**src/rtl/fwd_hazard_unit.sv**
```systemverilog
// fwd_hazard_unit: operand-forwarding select generator and load-use stall controller.
// Latency: fwd_sel_a/b registered, valid one cycle after ID (while the instruction is in EX); stall is combinational.
// Backpressure: hold freezes every register; flush or stall pushes a bubble into EX and clears the selects.
//
// Ports:
//   clk, rst             rising-edge clock, synchronous active-high reset
//   hold                 global freeze, all state keeps its value
//   flush                discard the instruction in ID (branch redirect)
//   id_*                 decoded fields of the instruction currently in ID
//   stall                freeze PC/IF/ID and insert a bubble into EX (combinational)
//   fwd_sel_a/b          EX operand mux selects: 00 RF, 01 EX/MEM ALU, 10 MEM/WB, 11 immediate (B only)
//   stall_count          saturating count of load-use stalls

module fwd_hazard_unit #(
  parameter int REG_ADDR_W = 5,
  parameter int CNT_W      = 16
) (
  input  logic                  clk,
  input  logic                  rst,
  input  logic                  hold,
  input  logic                  flush,
  input  logic                  id_valid,
  input  logic [REG_ADDR_W-1:0] id_rs1,
  input  logic [REG_ADDR_W-1:0] id_rs2,
  input  logic                  id_rs1_used,
  input  logic                  id_rs2_used,
  input  logic                  id_use_imm_b,
  input  logic [REG_ADDR_W-1:0] id_rd,
  input  logic                  id_reg_write,
  input  logic                  id_is_load,
  output logic                  stall,
  output logic [1:0]            fwd_sel_a,
  output logic [1:0]            fwd_sel_b,
  output logic [CNT_W-1:0]      stall_count
);

  localparam logic [1:0] SEL_RF  = 2'b00;
  localparam logic [1:0] SEL_EX  = 2'b01;
  localparam logic [1:0] SEL_MEM = 2'b10;
  localparam logic [1:0] SEL_IMM = 2'b11;

  // Tag of the instruction now in EX.
  logic                  ex_v_q,  ex_v_d;
  logic [REG_ADDR_W-1:0] ex_rd_q, ex_rd_d;
  logic                  ex_wr_q, ex_wr_d;
  logic                  ex_ld_q, ex_ld_d;

  // Tag of the instruction now in MEM. Load-ness is irrelevant here: MEM/WB data is ready.
  logic                  mem_v_q,  mem_v_d;
  logic [REG_ADDR_W-1:0] mem_rd_q, mem_rd_d;
  logic                  mem_wr_q, mem_wr_d;

  logic [1:0]            sel_a_q, sel_a_d;
  logic [1:0]            sel_b_q, sel_b_d;
  logic [CNT_W-1:0]      cnt_q,   cnt_d;

  // Source qualification: x0 is hard-wired zero, so it never matches a producer.
  logic rs1_live, rs2_live;
  logic ex_hit1, ex_hit2, mem_hit1, mem_hit2;
  logic [1:0] sel_a_c, sel_b_c;
  logic load_use;

  always_comb begin
    rs1_live = id_rs1_used && (id_rs1 != '0);
    rs2_live = id_rs2_used && (id_rs2 != '0);

    ex_hit1  = rs1_live && ex_v_q  && ex_wr_q  && (ex_rd_q  == id_rs1);
    ex_hit2  = rs2_live && ex_v_q  && ex_wr_q  && (ex_rd_q  == id_rs2);
    mem_hit1 = rs1_live && mem_v_q && mem_wr_q && (mem_rd_q == id_rs1);
    mem_hit2 = rs2_live && mem_v_q && mem_wr_q && (mem_rd_q == id_rs2);
  end

  // Youngest producer wins: EX before MEM. A WB-stage producer needs nothing
  // because the register file writes before it reads.
  always_comb begin
    sel_a_c = SEL_RF;
    if (ex_hit1) begin
      sel_a_c = SEL_EX;
    end else if (mem_hit1) begin
      sel_a_c = SEL_MEM;
    end

    sel_b_c = SEL_RF;
    if (id_use_imm_b) begin
      sel_b_c = SEL_IMM;
    end else if (ex_hit2) begin
      sel_b_c = SEL_EX;
    end else if (mem_hit2) begin
      sel_b_c = SEL_MEM;
    end
  end

  // A load in EX has no data until MEM, so a direct consumer must wait one cycle.
  // Operand B only counts when it is a register operand.
  always_comb begin
    load_use = ex_ld_q && (ex_hit1 || (ex_hit2 && !id_use_imm_b));
    stall    = id_valid && !flush && load_use;
  end

  // Next-state selection; rows are prioritised rst > hold > bubble > advance.
  always_comb begin
    ex_v_d   = ex_v_q;
    ex_rd_d  = ex_rd_q;
    ex_wr_d  = ex_wr_q;
    ex_ld_d  = ex_ld_q;
    mem_v_d  = mem_v_q;
    mem_rd_d = mem_rd_q;
    mem_wr_d = mem_wr_q;
    sel_a_d  = sel_a_q;
    sel_b_d  = sel_b_q;
    cnt_d    = cnt_q;

    if (rst) begin
      ex_v_d   = 1'b0;
      ex_rd_d  = '0;
      ex_wr_d  = 1'b0;
      ex_ld_d  = 1'b0;
      mem_v_d  = 1'b0;
      mem_rd_d = '0;
      mem_wr_d = 1'b0;
      sel_a_d  = SEL_RF;
      sel_b_d  = SEL_RF;
      cnt_d    = '0;
    end else if (hold) begin
      // everything keeps its value
    end else if (flush || stall) begin
      mem_v_d  = ex_v_q;
      mem_rd_d = ex_rd_q;
      mem_wr_d = ex_wr_q;
      ex_v_d   = 1'b0;
      ex_rd_d  = '0;
      ex_wr_d  = 1'b0;
      ex_ld_d  = 1'b0;
      sel_a_d  = SEL_RF;
      sel_b_d  = SEL_RF;
      // stall is already forced low by flush, so only true load-use events count
      if (stall && (cnt_q != {CNT_W{1'b1}})) begin
        cnt_d = cnt_q + CNT_W'(1);
      end
    end else begin
      mem_v_d  = ex_v_q;
      mem_rd_d = ex_rd_q;
      mem_wr_d = ex_wr_q;
      ex_v_d   = id_valid;
      ex_rd_d  = id_rd;
      ex_wr_d  = id_reg_write && id_valid;
      ex_ld_d  = id_is_load && id_valid;
      sel_a_d  = id_valid ? sel_a_c : SEL_RF;
      sel_b_d  = id_valid ? sel_b_c : SEL_RF;
    end
  end

  always_ff @(posedge clk) begin
    ex_v_q   <= ex_v_d;
    ex_rd_q  <= ex_rd_d;
    ex_wr_q  <= ex_wr_d;
    ex_ld_q  <= ex_ld_d;
    mem_v_q  <= mem_v_d;
    mem_rd_q <= mem_rd_d;
    mem_wr_q <= mem_wr_d;
    sel_a_q  <= sel_a_d;
    sel_b_q  <= sel_b_d;
    cnt_q    <= cnt_d;
  end

  assign fwd_sel_a   = sel_a_q;
  assign fwd_sel_b   = sel_b_q;
  assign stall_count = cnt_q;

endmodule

```
**config.mk**
```make
export PLATFORM = sky130hd
export DESIGN_NAME = fwd_hazard_unit
export DESIGN_NICKNAME = d
export VERILOG_FILES = /design/src/rtl/fwd_hazard_unit.sv
export SDC_FILE = /design/constraint.sdc
export NUM_CORES = 1
export LEC_CHECK = 0
export ABC_AREA = 1
export CAP_MARGIN = 20
export CORE_UTILIZATION = 53
export DETAILED_ROUTE_END_ITERATION = 8
export GPL_ROUTABILITY_DRIVEN = 0
export PLACE_DENSITY = 0.91
export SLEW_MARGIN = 0
export SYNTH_ARGS = -nofsm -noshare
export SYNTH_HDL_FRONTEND = slang
export SYNTH_SLANG_ARGS = --single-unit
```
**constraint.sdc**
```tcl
create_clock -name clk -period 3.32 [get_ports clk]
set_clock_uncertainty 0.15 [all_clocks]
set_input_delay 0.498 -clock clk [delete_from_list [all_inputs] [get_ports clk]]
set_output_delay 0.498 -clock clk [all_outputs]
set_load 0.005 [all_outputs]
```
==> results of run 1 <==
[worst min-delay path by stage]
stage	to	start	slack (ps)	depth (start not counted)
2_1_floorplan	ex_ld_q	ex_ld_q	300	2
3_3_place_gp	ex_ld_q	ex_ld_q	300	2
4_1_cts	stall_count[8]	stall_count[8]	330	2
5_1_grt	ex_ld_q	ex_ld_q	350	2
6_report	stall_count[8]	stall_count[8]	320	2
3_5_place_dp	fwd_sel_b[1]	fwd_sel_b[1]	310	2
[cells in the mapped netlist]
library cell	count	share of area, %
buf_2	1	0.26
o22ai_1	1	0.32
clkbuf_1	5	0.97
o21ai_0	12	3.1
nand2_4	1	0.58
nand2_2	5	1.6
nand4_1	6	1.9
inv_2	9	1.8
a21oi_1	25	6.5
nor2_4	1	0.58
nor3b_1	1	0.39
o21bai_1	1	0.39
and3_1	1	0.32
nand3_4	1	0.91
xor2_1	8	3.6
nor2_2	2	0.65
dfxtp_1	35	36
nor3_1	4	1.0
nor2_1	44	8.6
inv_1	33	6.4
nand3_1	26	6.8
nor4_1	2	0.65
buf_1	1	0.19
ha_1	1	0.65
nand2_1	72	14
inv_4	1	0.32
o21ai_1	4	1.0
[critical path, stage by stage]
cell             delay (ps)
clkdlybuf4s50_1         480
inv_1                    90
a21oi_1                 140
nand3_1                  90
nor2_1                  110
nand2_2                 100
nand2_4                 120
nand2_2                 110
inv_2                   110
clkdlybuf4s50_1         500
[stage by stage]
| stage | instances | utilization [%] | hold slack, ps | area, um^2 |
|---|---|---|---|---|
| global route | 395 | 72.8 | 351 | 2490 |
| CTS | 395 | 72.8 | 326 | 2490 |
| finish | 395 | 72.8 | 321 | 2490 |
| floorplan | 303 | - | 295 | 1930 |
| detailed placement | 388 | 70.7 | 310 | 2410 |
| global placement | 388 | 70.7 | 304 | 2410 |
[metal layers]
layer / GRT usage [%] / part of all wire (%)
met1: 30.4 / 44
met2: 45.1 / 47
met3: 6.80 / 6.6
met4: 11.3 / 1.6
met5: 0 / 0
[sequential cells by signal, summed over array words and instances, names as in the netlist]
| register | cells |
|---|---|
| ex_ld_q | 1 |
| ex_rd_q | 5 |
| ex_v_q | 1 |
| ex_wr_q | 1 |
| fwd_sel_a | 2 |
| fwd_sel_b | 2 |
| mem_rd_q | 5 |
| mem_v_q | 1 |
| mem_wr_q | 1 |
| stall_count | 16 |
[where the power goes]
group	total, mW	internal, mW	switching (mW)
registers	0.437	0.428	0.00907
logic	0.0966	0.0469	0.0497
clock network	0.301	0.155	0.146
[cells by family (layout without fill, tap and decap cells)]
kind of cell | after synthesis | count (layout)
simple gates | 166 | 166
buf+inv | 50 | 96
compound gates | 43 | 43
flops | 35 | 35
xor+xnor | 8 | 8
fa+ha+maj | 1 | 1
[area by class of cell]
type | count | area [um^2]
sequential | 35 | 701
fill | 293 | 930
timing repair buffer | 46 | 458
inverter | 43 | 164
tap | 46 | 57.6
multi-input combinational | 218 | 1030
clock buffer | 6 | 41.3
clock inverter | 1 | 30.0
==> summary.md, run 1 <==
| Metric | Value |
|---|---|
| Worst Path Required | 2670 ps |
| Synth Net Count | 329 |
| Post-synthesis cell type count | 27 |
| GRT Resource Usage Total | 26.1% |
| First-pass GRT wire length | 8050 um |
| Mean number of vias per cell | 5.16 |
| Io pins | 46 |
| Avg WL per Cell | 11.6 um |
| CTS Buf Count | 5 |
| CTS max path bufs | 2 |
| Layout cells sized above 1 | 7.74% |
| R2R Path End | stall_count[5] |
| DP Wirelength | 3430 um |
| Hold Buf Count CTS | 0 |
| Worst setup EP type | output port |
| Die height | 62.3 um |
| FP Rows | 21 |
| Clk slew on worst S/H paths | 110 ps |
| Starting DRT DRC Count | 170 |
| Starting Density | 56.4% |
| Final net count | 375 |
| Worst R2R Path Depth | 13 |
| Initial antenna violation count | 0 |
| Worst reg2reg path startpoint | stall_count[0] |
| Flops & latches, synth | 35 |
| XOR/XNOR Fraction of Synth Area | 3.64% |
| Die X | 62.3 um |
| Largest net degree at the start of global routing | 25 |
| Final Hold Fails | 0 |
| I/O Buffers | 45 |
| Simple-gate area share of the yosys netlist | 38.1% |
| Cell Area, Synth | 1930 um^2 |
| Pleak | 1.03 nW |
| Synth Area in Compound Gates | 11.4% |
| Drt first pass iters | 4 |
| Detailed Route WL | 4580 um |
| Hold Crit Class | reg2reg |
| Clock Latency Late Sink | 350 ps |
| WP data arrival | 2350 ps |
| CP startpoint | id_rs1[3] |
| Num Clock Sinks | 35 |
| CP Max Fanout | 7 |
| Avg Cell Area, Syn | 6.36 um^2 |
| Pwr Total | 0.835 mW |
| Number of diodes | 0 |
| Ys Warns | 0 |
| DR vias | 2038 |
| Setup bufs post-CTS | 0 |
| Largest family of logic cells by synthesized area | simple AND/OR/NAND/NOR gates |
| Mapped Cells | 303 |
| Worst setup SP type | primary input |
| TNS Setup | 0 ps |
| Flop2flop setup slack | 1410 ps |
| PnR worst setup slack | 326 ps |
| Max-cap violations | 0 |
| Final Max Slew Viols | 0 |
| Commonest non-fill, non-tap cell in the layout | nand2_1 |
| DR DRC count | 0 |
| Resize count post-CTS | 0 |
| Worst slew pin tran | 573 ps |
| Core area | 3420 um^2 |
| ANT nets after route | 0 |
| Fin crit share | 90.2% |
| Slew margin rel. | 61.7% |
| F_max | 334 MHz |
| CP Capture Point | stall |
| Setup violations, final | 0 |
| PD cells | 336 nW/um^2 |
| Vias in the first global route | 1971 |
| Adder-cell share of the synthesized area | 0.649% |
| Sequential-to-total area share from yosys stat | 36.4% |
| Post-place setup slack | 330 ps |
| CTS Root Cell | clkbuf_4 |
| Post-synthesis mux area share | 0% |
| Area grow syn2layout | 29.0% |
| TritonCTS clock tree | built |
| Most frequent cells in the layout | nand2_1, clkdlybuf4s50_1, nor2_1 |
| RSZ-0062 raised after global routing | false |
| Clock period minus worst slack | 2990 ps |
| Status | completed |
| Grt ovf | 0 |
| VDD IR max | 0.000238 V |
| Crit Path Category | in2out |
| DIE AREA | 3880 um^2 |
| Htree depth | 2 |
(Power assumes the default switching activity.)
==> inputs of run 2 (changes only) <==
--- a/config.mk
+++ b/config.mk
@@ -7,10 +7,11 @@
 export LEC_CHECK = 0
 export ABC_AREA = 1
 export CAP_MARGIN = 20
-export CORE_UTILIZATION = 53
+export CORE_UTILIZATION = 49
+export CTS_CLUSTER_SIZE = 28
 export DETAILED_ROUTE_END_ITERATION = 8
 export GPL_ROUTABILITY_DRIVEN = 0
-export PLACE_DENSITY = 0.91
+export PLACE_DENSITY = 0.86
 export SLEW_MARGIN = 0
 export SYNTH_ARGS = -nofsm -noshare
 export SYNTH_HDL_FRONTEND = slang
==> constraint.sdc (replaced) <==
create_clock -name clk -period 3.16 [get_ports clk]
set_clock_uncertainty 0.15 [all_clocks]
set_input_delay 0.474 -clock clk [delete_from_list [all_inputs] [get_ports clk]]
set_output_delay 0.474 -clock clk [all_outputs]
set_load 0.005 [all_outputs]
==> summary.md, run 2 (synthesis gave the netlist of run 1 again) <==
| Metric | Value |
|---|---|
| # fillers | 348 (was 293) |
| Setup violations, final | 0 (unchanged) |
| Hold Crit Class | reg2reg (unchanged) |
| Hold depth | 2 (unchanged) |
| CTS Buf Count | 5 (unchanged) |
| Htree depth | 2 (unchanged) |
| Slowest-stage cell, CP | clkdlybuf4s50_1 (unchanged) |
| Fin crit share | 94.0% |
| Buf/Inv on CP | 4 (unchanged) |
| Area grow syn2layout | 30.1% (was 29.0%) |
| Grt ovf | 0 (unchanged) |
| Initial antenna violation count | 0 (unchanged) |
| Most frequent cells in the layout | nand2_1, clkdlybuf4s50_1, nor2_1 (unchanged) |
| VDD IR max | 0.000243 V (was 0.000238 V) |
| Register area | 701 um^2 (unchanged) |
| Max-cap violations | 0 (unchanged) |
| GRT Resource Usage Total | 24.8% (was 26.1%) |
| Setup bufs post-CTS | 0 (unchanged) |
| Levels on crit path | 10 (unchanged) |
| RSZ-0062 raised after global routing | false (unchanged) |
| TNS Setup | 0 ps (unchanged) |
| Num Clock Sinks | 35 (unchanged) |
| Die height | 64.7 um (was 62.3 um) |
| Worst Path Required | 2540 ps (was 2670 ps) |
| Clock period minus worst slack | 2970 ps |
| ANT nets after route | 0 (unchanged) |
| Multi-input logic area | 1030 um^2 (unchanged) |
| PD cells | 350 nW/um^2 (was 336 nW/um^2) |
| Max reg flops | 16 (unchanged) |
| Crit Path Category | in2out (unchanged) |
| DP Area | 2420 um^2 (was 2410 um^2) |
| Starting DRT DRC Count | 147 (was 170) |
| Design Area, Final | 2510 um^2 (was 2490 um^2) |
| R2R Path End | stall_count[3] (was stall_count[5]) |
| Number of diodes | 0 (unchanged) |
| Met3 GRT Util | 3.87% (was 6.80%) |
| Avg WL per Cell | 11.7 um (was 11.6 um) |
| Worst slew pin tran | 590 ps (was 573 ps) |
| Resize count post-CTS | 0 (unchanged) |
| Slew margin rel. | 60.6% (was 61.7%) |
| Worst reg2reg path startpoint | stall_count[0] (unchanged) |
| Starting Density | 51.9% (was 56.4%) |
| Worst setup EP type | output port (unchanged) |
| Pleak | 1.03 nW (about the same) |
| Non-filler instance count after layout | 399 (was 395) |
| Dpl cells | 391 (was 388) |
| Hold Crit Endpoint | ex_ld_q (was stall_count[8]) |
| Worst R2R Path Depth | 13 (unchanged) |
| Detailed Route WL | 4660 um (was 4580 um) |
| Clock Latency Late Sink | 290 ps (was 350 ps) |
| DIE AREA | 4190 um^2 (was 3880 um^2) |
| GR Layer Usage met2 | 40.5% (was 45.1%) |
| Crit path max-delay family | buffers and inverters (unchanged) |
| Status | completed (unchanged) |
| Final net count | 376 (was 375) |
| PnR worst setup slack | 191 ps (was 326 ps) |
| CTS max path bufs | 2 (unchanged) |
| Final Hold Fails | 0 (unchanged) |
| Pwr Total | 0.878 mW (was 0.835 mW) |
| Mean number of vias per cell | 5.19 (was 5.16) |
| DR DRC count | 0 (unchanged) |
| Cells along the critical path | clkdlybuf4s50_1, inv_1, nand2_1, nand2_1, nor2_1, nand4_1, nand2_4, nand2_2, inv_2, clkdlybuf4s50_1 (was clkdlybuf4s50_1, inv_1, a21oi_1, nand3_1, nor2_1, nand2_2, nand2_4, nand2_2, inv_2, clkdlybuf4s50_1) |
| Final Max Slew Viols | 0 (unchanged) |
| Met1 usage | 31.4% (was 30.4%) |
| Drt first pass iters | 4 (unchanged) |
| Largest net degree at the start of global routing | 25 (unchanged) |
| TritonCTS clock tree | built (unchanged) |
| WP data arrival | 2350 ps (about the same) |
| Post-place setup slack | 195 ps (was 330 ps) |
| Core area | 3720 um^2 (was 3420 um^2) |
| Commonest non-fill, non-tap cell in the layout | nand2_1 (unchanged) |
| Worst setup SP type | primary input (unchanged) |
| GR peak layer | met2 (unchanged) |
| Flop2flop setup slack | 1280 ps (was 1410 ps) |
| CTS Root Cell | clkbuf_8 (was clkbuf_4) |
| Clk slew on worst S/H paths | 70 ps (was 110 ps) |
| Min-delay src | ex_ld_q (was stall_count[8]) |
| Critical Path Max Stage Delay | 540 ps (was 500 ps) |
| Layout cells sized above 1 | 7.98% (was 7.74%) |
| CP Max Fanout | 7 (unchanged) |
| Vias in the first global route | 1925 (was 1971) |
| F_max | 337 MHz |
| Io pins | 46 (unchanged) |
| First-pass GRT wire length | 8110 um (was 8050 um) |
| FP Rows | 22 (was 21) |
| DR vias | 2072 (was 2038) |
| I/O Buffers | 45 (unchanged) |
| Hold Buf Count CTS | 0 (unchanged) |
| Die X | 64.7 um (was 62.3 um) |
| DP Wirelength | 3450 um (was 3430 um) |
run 2: through the flow:
stage | hold WS (ps) | util [%]
3_3_place_gp | 302 | 65.3
5_1_grt | 349 | 67.4
2_1_floorplan | 295 | -
6_report | 317 | 67.4
3_5_place_dp | 308 | 65.3
4_1_cts | 318 | 67.4
run 2: layout make-up:
type                    count  share of cell area (%)
clock inverters             1                   0.200
flip-flops and latches     35                    28.0
inverters                  43                    6.54
clock buffers               7                    3.05
multi-input cells         218                    41.3
repair buffers             47                    18.6
well taps                  48                    2.40
run 2: where the power goes:
part,switching [mW],internal [mW]
combinational,0.0533,0.0501
clock,0.160,0.155
sequential,0.00957,0.450
total,0.223,0.655
run 2: metal layers:
metal  up-vias  part of all wire (%)
li1       1057                     -
met1       946                    46
met2        58                    47
met3        11                   4.5
met4         0                   2.0
met5         -                     0
run 2: worst max path at each step:
| stage | start | to | slack [ps] |
|---|---|---|---|
| 6_report | id_rs2[2] | stall | 190 |
| 3_5_place_dp | id_rs2[0] | stall | 200 |
| 4_1_cts | id_rs2[0] | stall | 200 |
| 3_3_place_gp | id_rs2[2] | stall | 240 |
| 5_1_grt | id_rs1[1] | stall | 60 |
| 2_1_floorplan | id_rs1[3] | stall | 1310 |
run 2: worst reg2reg max path, cell delays in order (launching register included):
cell     delay [ps]
dfxtp_1         350
ha_1            230
nand2_1         110
inv_1            50
nand2_1         100
nor2_1           70
nand2_1          50
nand2_1          50
inv_2           100
nand3_4         130
inv_4           140
nand2_2          60
o21ai_1         120
nor2_1           60
